File: src/rtl/sat_counter.sv
// Saturating up-counter with synchronous clear; clear takes priority over increment.
module sat_counter #(
    parameter int ERR_W = 8
) (
    input  logic             clk,
    input  logic             reset,
    input  logic             inc,
    input  logic             clr,
    output logic [ERR_W-1:0] count
);

    logic [ERR_W-1:0] count_reg;
    logic             at_max;

    assign at_max = &count_reg;
    assign count  = count_reg;

    always_ff @(posedge clk) begin
        if (!reset) begin
            count_reg <= '0;
        end else if (clr) begin
            count_reg <= '0;
        end else if (inc && !at_max) begin
            count_reg <= count_reg + ERR_W'(1);
        end
    end

endmodule

File: config.mk
export PLATFORM = sky130hd
export DESIGN_NAME = sat_counter
export DESIGN_NICKNAME = d
export VERILOG_FILES = /design/src/rtl/sat_counter.sv
export SDC_FILE = /design/constraint.sdc
export NUM_CORES = 1
export LEC_CHECK = 0
export CAP_MARGIN = 20
export CORE_AREA = 2 2 39 41
export CTS_CLUSTER_SIZE = 14
export DETAILED_ROUTE_END_ITERATION = 10
export DIE_AREA = 0 0 41 43
export GPL_TIMING_DRIVEN = 1
export PLACE_DENSITY = 0.63
export SYNTH_ARGS = -nofsm -noshare
export SYNTH_HDL_FRONTEND = slang
export SYNTH_SLANG_ARGS = --single-unit
File: constraint.sdc
create_clock -name clk -period 2.15 [get_ports clk]
set_clock_uncertainty 0.2 [all_clocks]
set_input_delay 0.215 -clock clk [delete_from_list [all_inputs] [get_ports clk]]
set_output_delay 0.215 -clock clk [all_outputs]
set_load 0.02 [all_outputs]
==> reports/results.tsv <==
metric	value	unit
Slowest cell on crit path	clkdlybuf4s50_1	
CP Buf/Inv Count	1	
syn_nets	52	
CTS H-tree lvls	1	
die height	43	µm
Pre-Repair DR Iteration Count	4	
crit path cell chain	clkdlybuf4s50_1	
Critical Path Fanout Max	8	
port bufs	11	
Setup Buffers After CTS	0	
Leak	0.1908	nW
cts bufs inserted	3	
Power Total	0.2950	mW
Setup TNS Final	0	ns
Final Non-Filler Cells	76	
run status	finished, final reports clean	
average size of a mapped cell	9.317	µm²
normalized max-slew margin	0.6839	
Peak Freq	0.5574	GHz
CTS Sinks	8	
maximum vdd drop	0.0002613	V
Worst Setup End Kind	primary output	
Top FF cell, synth	dfxtp_1	
initial DRC count	9	
Synth Area in XOR/XNOR	0	
Hold Crit Class	flip-flop to flip-flop	
number of antenna diodes	0	
final wirelength	942	µm
Simple-Gate Fraction of Synth Area	0.2429	
dominant cell type by area after synthesis	dfxtp_1	
die width	41	µm
WL per Instance	12.39	µm
Final Net Count	67	
Yosys reg bits	8	
max FFs per register	8	
first-pass GRT wire length	1.538	mm
detailed-route DRC error count	0	
routability congestion estimate	0.7201	
WS Path Type	flip-flop to primary output	
Synth top area share	0.3657	
vias	418	
clock buffer depth	2	
mux cell area share after synthesis	0.04571	
Ys Warns	0	
number of global-route vias before repair	345	
final setup vio count	0	
Inst Count DP	73	
antenna violations before repair	0	
Resize count post-CTS	0	
clock transition at the registers of the reported paths	0.06	ns
GRT overflow	0	
Synth Area in Compound Gates	0.2914	
share of layout cells above drive strength 1	0.1333	
Worst-Margin Slew	0.4732	ns
CORE AREA	1384	µm²
Synth async-reset ratio	0	
All-Layer GR Usage	0.1454	
Max Cap Violations	0	
EDFF count, synth	0	
top post-synthesis cells by area	dfxtp_1, a21oi_1, nand2_1, mux2i_1, nand2b_1	
Cell Area, Synth	437.9	µm²
RSZ-0062 raised after global routing	false	
TritonCTS clock tree	yes	
antenna viol nets, final	0	
area delta synth->final	32.29	%
Hold Buf Count CTS	0	
Place WS	0.4446	ns
FP Rows	14	
Setup WS post-layout	0.3560	ns
Ports	12	
Starting Density	0.3165	
most common cell in the netlist	dfxtp_1	
FILL cells	140	
Clock Latency Late Sink	0.27	ns
WP data arrival	1.38	ns
crit path launch type	flip-flop	
max-slew violation count	0	
post-synthesis sequential area ratio	0.3657	
DP HPWL	675.7	µm
main combinational cell family by area after synthesis	compound AO/OA/AOI/OAI gates	
Placement Cell Area	556.8	µm²
Syn Inst Count	47	
PwrDens	509.2	nW/µm²
required time at the endpoint of the critical path	1.74	ns
family with the most delay on the worst path	buffers and inverters	
Final Hold Viols	0	
Unique masters post-synth	25	
die area	1763	µm²
fin crit period	1.794	ns
Synth Area in Adders	0.02857	
CP peak stage delay	0.65	ns
Vias/cell	5.500	
crit share post-route	0.8344	
largest net degree at the start of global routing	9	
most common library cells after synthesis	dfxtp_1, nand2_1, a21oi_1	
area of all placed cells without fillers	579.3	µm²
CTS Root Buffer Type	clkbuf_4	
per-layer routing:
layer / GRT usage / routed length (µm) / part of all wire
met1: 0.1474 / 419 / 0.44
met2: 0.1969 / 434 / 0.46
met3: 0.09424 / 52 / 0.055
met4: 0.1200 / 34 / 0.036
met5: 0 / 0 / 0
power by group:
group | total [mW] | internal [mW] | switching [mW]
combinational | 0.0205 | 0.0109 | 0.00960
clock | 0.123 | 0.0644 | 0.0586
sequential | 0.152 | 0.150 | 0.00191
cell usage in the layout, fill, tap and decap left out, drive strengths merged:
cell / count
nand4: 2
nand2: 6
o21ai: 2
ha: 1
nand3: 2
nor3: 1
a2111o: 1
dfxtp: 8
clkbuf: 3
mux2i: 2
or3: 1
a21boi: 2
clkdlybuf4s50: 11
and3: 1
o311a: 1
nand2b: 3
a21oi: 5
a311oi: 1
and4: 2
nor2b: 1
o21bai: 1
a31oi: 1
a211oi: 2
final timing paths:
path	startpoint	endpoint	slack (ns)	cells past startpoint
max	count[3]	count[3]	0.36	1
min	count[1]	count[1]	0.31	2
max reg2reg	count[0]	count[3]	0.53	4
min reg2reg	count[1]	count[1]	0.31	2
layout make-up:
type | instances | area [µm²] | area share
multi-input cells | 38 | 266.5 | 0.4600
flip-flops and latches | 8 | 160.2 | 0.2765
repair buffers | 11 | 110.1 | 0.1901
clock buffers | 3 | 22.52 | 0.03888
well taps | 16 | 20.02 | 0.03456
through the flow:
| stage | utilization | hold WS, ns |
|---|---|---|
| finish | 0.4186 | 0.3086 |
| global route | 0.4186 | 0.3516 |
| CTS | 0.4186 | 0.3122 |
| detailed placement | 0.4024 | 0.3015 |
| global placement | 0.4024 | 0.2980 |
| floorplan | - | 0.2081 |
kinds of logic (layout without fill, tap and decap cells):
logic type,after synthesis,after routing
multiplexers,2,2
buffers and inverters,1,14
flip-flops,8,8
adder cells (fa/ha/maj),1,1
AND/OR/NAND/NOR,19,19
AO/OA/AOI/OAI,16,16
Power figures use the tool's default switching activity.
